===== src/rtl/stopwatch_control.sv =====
// rtl/stopwatch_control.sv - run-control FSM, tick divider and lap freeze ahead of the BCD counter
// Optional lap feature: define STOPWATCH_LAP_EN to build the LAP state, lap_reg and btn_lap handling.
module stopwatch_control #(
   parameter int WIDTH   = 16,
   parameter int CLK_HZ  = 100_000_000,
   parameter int TICK_HZ = 100
) (
   input  logic             clk,
   input  logic             rst_n,
   input  logic             btn_start_stop,
   input  logic             btn_lap,
   input  logic             btn_clear,
   input  logic [WIDTH-1:0] count_value,
   output logic             count_enable,
   output logic             count_clear,
   output logic [WIDTH-1:0] display_value,
   output logic             running,
   output logic             lap_active
);
   localparam int DIV = CLK_HZ / TICK_HZ;
   localparam int DW  = $clog2(DIV);
   localparam logic [DW-1:0] DIV_LAST = DW'(DIV - 1);

   typedef enum logic [1:0] {
      ST_IDLE  = 2'd0,
      ST_RUN   = 2'd1,
      ST_PAUSE = 2'd2,
      ST_LAP   = 2'd3
   } state_t;

   state_t        state;
   state_t        nxt_state;
   logic          ss_q;
   logic          clr_q;
   logic          ss_p;
   logic          clr_p;
   logic          lap_go;
   logic          do_clear;
   logic          cap_lap;
   logic          is_running;
   logic          nxt_running;
   logic [DW-1:0] divider;

`ifdef STOPWATCH_LAP_EN
   logic             lap_q;
   logic             lap_p;
   logic [WIDTH-1:0] lap_reg;
   assign lap_go = lap_p;
`else
   logic unused_lap;
   assign unused_lap = btn_lap;
   assign lap_go     = 1'b0;
   assign lap_active = 1'b0;
`endif

   assign is_running  = (state == ST_RUN) || (state == ST_LAP);
   assign nxt_running = (nxt_state == ST_RUN) || (nxt_state == ST_LAP);

   // Presses are registered one stage before the FSM; clear outranks start_stop, which outranks lap.
   always_comb begin
      nxt_state = state;
      do_clear  = 1'b0;
      cap_lap   = 1'b0;
      case (state)
         ST_IDLE: begin
            if (clr_p)     do_clear  = 1'b1;
            else if (ss_p) nxt_state = ST_RUN;
         end
         ST_RUN: begin
            if (ss_p) nxt_state = ST_PAUSE;
            else if (lap_go) begin
               nxt_state = ST_LAP;
               cap_lap   = 1'b1;
            end
         end
         ST_LAP: begin
            if (ss_p)        nxt_state = ST_PAUSE;
            else if (lap_go) nxt_state = ST_RUN;
         end
         ST_PAUSE: begin
            if (clr_p) begin
               nxt_state = ST_IDLE;
               do_clear  = 1'b1;
            end else if (ss_p) nxt_state = ST_RUN;
         end
         default: nxt_state = ST_IDLE;
      endcase
   end

   always_ff @(posedge clk) begin
      if (!rst_n) begin
         ss_q          <= 1'b1;
         clr_q         <= 1'b1;
         ss_p          <= 1'b0;
         clr_p         <= 1'b0;
         state         <= ST_IDLE;
         divider       <= '0;
         count_enable  <= 1'b0;
         count_clear   <= 1'b0;
         running       <= 1'b0;
         display_value <= '0;
`ifdef STOPWATCH_LAP_EN
         lap_q         <= 1'b1;
         lap_p         <= 1'b0;
         lap_reg       <= '0;
         lap_active    <= 1'b0;
`endif
      end else begin
         ss_q         <= btn_start_stop;
         clr_q        <= btn_clear;
         ss_p         <= btn_start_stop & ~ss_q;
         clr_p        <= btn_clear & ~clr_q;
         state        <= nxt_state;
         running      <= nxt_running;
         count_enable <= is_running && (divider == DIV_LAST);
         count_clear  <= do_clear;
         // PAUSE keeps the partial tick so a resume finishes the interrupted period.
         if (is_running)
            divider <= (divider == DIV_LAST) ? '0 : divider + 1'b1;
         else if (state == ST_IDLE)
            divider <= '0;
`ifdef STOPWATCH_LAP_EN
         lap_q      <= btn_lap;
         lap_p      <= btn_lap & ~lap_q;
         lap_active <= (nxt_state == ST_LAP);
         if (cap_lap)
            lap_reg <= count_value;
         if (nxt_state == ST_LAP)
            display_value <= cap_lap ? count_value : lap_reg;
         else
            display_value <= count_value;
`else
         display_value <= count_value;
`endif
      end
   end

endmodule

===== config.mk =====
export PLATFORM = sky130hd
export DESIGN_NAME = stopwatch_control
export DESIGN_NICKNAME = d
export VERILOG_FILES = /design/src/rtl/stopwatch_control.sv
export SDC_FILE = /design/constraint.sdc
export NUM_CORES = 1
export LEC_CHECK = 0
export ABC_AREA = 1
export BUFFER_PORTS_ARGS = -buffer_cell sky130_fd_sc_hd__buf_4
export CORE_ASPECT_RATIO = 0.6
export CORE_UTILIZATION = 50
export DETAILED_ROUTE_END_ITERATION = 12
export PLACE_DENSITY = 0.81
export SYNTH_ARGS = -nofsm -noshare
export SYNTH_HDL_FRONTEND = slang
export SYNTH_SLANG_ARGS = --single-unit

===== constraint.sdc =====
create_clock -name clk -period 2.15 [get_ports clk]
set_clock_uncertainty 0.2 [all_clocks]
set_input_delay 0.3225 -clock clk [delete_from_list [all_inputs] [get_ports clk]]
set_output_delay 0.3225 -clock clk [all_outputs]
set_load 0.03 [all_outputs]

==> impl_metrics.ini <==
[final_layout]
layout-drive-gt1-share_pct = 24.37
fill_cells = 291
regArea_um2 = 880.8
largest-register = divider
final_area_um2 = 2532
syn2layout_area_growth_pct = 28.84
fin_cells = 363
largest_reg_flops = 20
largestRegisters = divider x20, display_value x16
multi_input_area_um2 = 903.4
final_nets = 337
antenna_cells = 0

[placement]
io_buffers = 38
postPlaceCellArea_um2 = 2287
gp_congestion = 0.7663
dp_hpwl_mm = 2.716
dp_cells = 342

[power]
p_sw_share_pct = 23.52
ir_drop_uv = 464.3
p_switching_uw = 385.1
clockPowerShare_pct = 39.5
seq_power_share_pct = 51.4
internal-power_mw = 1.252
pwr-share-comb_pct = 9.1
total_power_mw = 1.637
leakagePower_nw = 1.161
cellPowerDensity_nw_per_um2 = 646.6

[hold_path]
holdCritPathClass = in2reg
min_path_cells = 3
min_from = count_value[4]
whs_endpoint = display_value[4]

[die]
die_w_um = 82.95
row_count = 17
fp.dieH_um = 50.57
core_um2 = 3722
io_pins = 41
initial_utilization_pct = 52.81
die_area_um2 = 4194

[grt]
grt-ovfl-total = 0
grt_max_degree = 23
antenna_found_initial = 0
grt_pass1_vias = 1512
track_usage_pct = 21.36
grt_pass1_wl_mm = 6.893

[detailed_routing]
drtPass1Iterations = 5
routed_wl_mm = 4.141
drtIter0Drc = 75
routed_via_density = 4.796
drc = 0
num_vias = 1741
detail-route-antenna-nets = 0
wl_per_cell_um = 11.41

[run]
max-cap-violations = 0

[outcome]
status = complete, no violations

[synthesis]
synth_top_cell_by_area = dfxtp_1
yosys-top-cells-count = nand2_1 (76), dfxtp_1 (44), inv_1 (34)
syn_area_per_cell_um2 = 7.474
synth_most_common_cell = nand2_1
synth.top_cell.area_share_pct = 44.81
synth_area_leaders = dfxtp_1 (45%), nand2_1 (15%), inv_1 (6.5%)
yosys_warnings = 0
synth_edf_count = 0
ys_async_sr_fraction_pct = 0
synthesis.nets = 285
netlist_instances = 263
synth_xor_area_share_pct = 2.673
synth_top_family_by_area = simple AND/OR/NAND/NOR gates
synth_ff_type = dfxtp_1
synthAdderAreaFrac_pct = 0.6365
synth_compound_area_share_pct = 7.575
synth_area_um2 = 1966
synth.area.mux_share_pct = 0
synth_seq_cells = 44
yosys.cell_types.count = 30
synth_simple_gate_area_share_pct = 34.88
yosysSeqAreaShare_pct = 44.81

[timing]
setup_viol = 0
grt_setup_unrepaired = no
drv_slew = 0
worst_pin_slew_ps = 723.4
setup-tns-final_ps = 0
clock.fmax_mhz = 586.5
slew_headroom_pct = 51.72
timing_hold_violations_final = 0
hold_ws_ps = 9.080
period_needed_ps = 1705
period_share_pct = 79.30

[worst_setup_path]
crit_path_start_kind = flop
crit_arrival_ps = 1660
crit_path_end_kind = flop
reg2reg_depth = 8
crit_fanout = 10
cp.required_ps = 2110
r2r-start = divider[1]
r2r_slack_ps = 440
setup.worst_path.class = reg2reg
r2r_end = divider[19]

[clock_network]
ctsRootBufferMaster = clkbuf_8
cts_setup_buffers = 0
ctsLongestPathBuffers = 2
clock-sinks = 44
cts.repair.resized = 0
clk_latency_ps = 300
cts_tree = yes
htreeDepth = 2
numCtsBuffers = 5
holdBufCountCts = 12
path_clk_slew_ps = 90
[stage by stage]
| step | worst slack [ps] | utilization [%] |
|---|---|---|
| floorplan | 578.6 | - |
| global placement | 476.6 | 61.45 |
| detailed placement | 451.3 | 61.45 |
| CTS | 432.9 | 67.76 |
| global route | 281.8 | 68.03 |
| finish | 445.0 | 68.03 |
[area by class of cell]
| type | count | area share, % |
|---|---|---|
| inverters | 38 | 5.682 |
| flip-flops and latches | 44 | 34.78 |
| repair buffers | 53 | 17.00 |
| clock buffers | 5 | 2.717 |
| well taps | 47 | 2.322 |
| multi-input cells | 173 | 35.67 |
| clock inverters | 3 | 1.828 |
[cell usage in the layout, fill, tap and decap left out, types with 2 or more instances in the layout]
cell | synthesis | routed
a21oi_1 | 20 | 20
buf_4 | 1 | 40
clkbuf_8 | 0 | 5
dfxtp_1 | 44 | 44
dlygate4sd3_1 | 0 | 13
inv_1 | 34 | 34
inv_2 | 3 | 3
nand2_1 | 76 | 76
nand2_2 | 4 | 4
nand3_1 | 21 | 21
nand3_2 | 3 | 3
nor2_1 | 12 | 12
nor2_2 | 6 | 6
nor2_4 | 5 | 5
nor3_1 | 3 | 3
o21ai_0 | 2 | 2
o21bai_1 | 4 | 4
or2_2 | 2 | 2
xnor2_1 | 3 | 3
xor2_1 | 3 | 3
[power groups by stage]
stage               Sequential (mW)  Combinational, mW  Clock, mW
finish                        0.841              0.149      0.647
global route                  0.843              0.161      0.707
CTS                           0.841              0.147      0.660
detailed placement            0.860              0.129          0
global placement              0.859              0.127          0
floorplan                     0.895             0.0357          0
[critical path, cell delays in order, from the launching register on]
cell and delay, ps:
dfxtp_1 370, ha_1 210, nand3_2 130, nor2_2 140, nand3_1 140, nor2_2 150, nor2_4 90, nand3_1 70
a21oi_1 60
[per-layer routing]
metal | share of wire (%) | GRT usage, % | vias to the layer above | wire, um
met3 | 4.9 | 6.250 | 5 | 204
li1 | - | - | 919 | -
met5 | 0 | 0 | - | 0
met4 | 0.89 | 6.897 | 0 | 37
met1 | 49 | 28.54 | 774 | 2039
met2 | 45 | 33.33 | 43 | 1860
[worst max path at each step]
stage,start,to,slack [ps],cells after the start
after floorplan,flop,divider[3],580,7
after global placement,divider[1],divider[19],480,8
after detailed placement,divider[1],divider[19],450,8
after CTS,divider[1],divider[19],430,8
after global routing,divider[1],divider[1],280,8
final,divider[1],divider[19],440,8
[cell families (layout without fill, tap and decap cells)]
kind of cell,after synthesis,in the layout
AND/OR/NAND/NOR,138,138
AO/OA/AOI/OAI,27,27
adder cells (fa/ha/maj),1,1
flip-flops,44,44
other,1,1
XOR/XNOR,6,6
buffers and inverters,46,99
(Power assumes the default switching activity.)
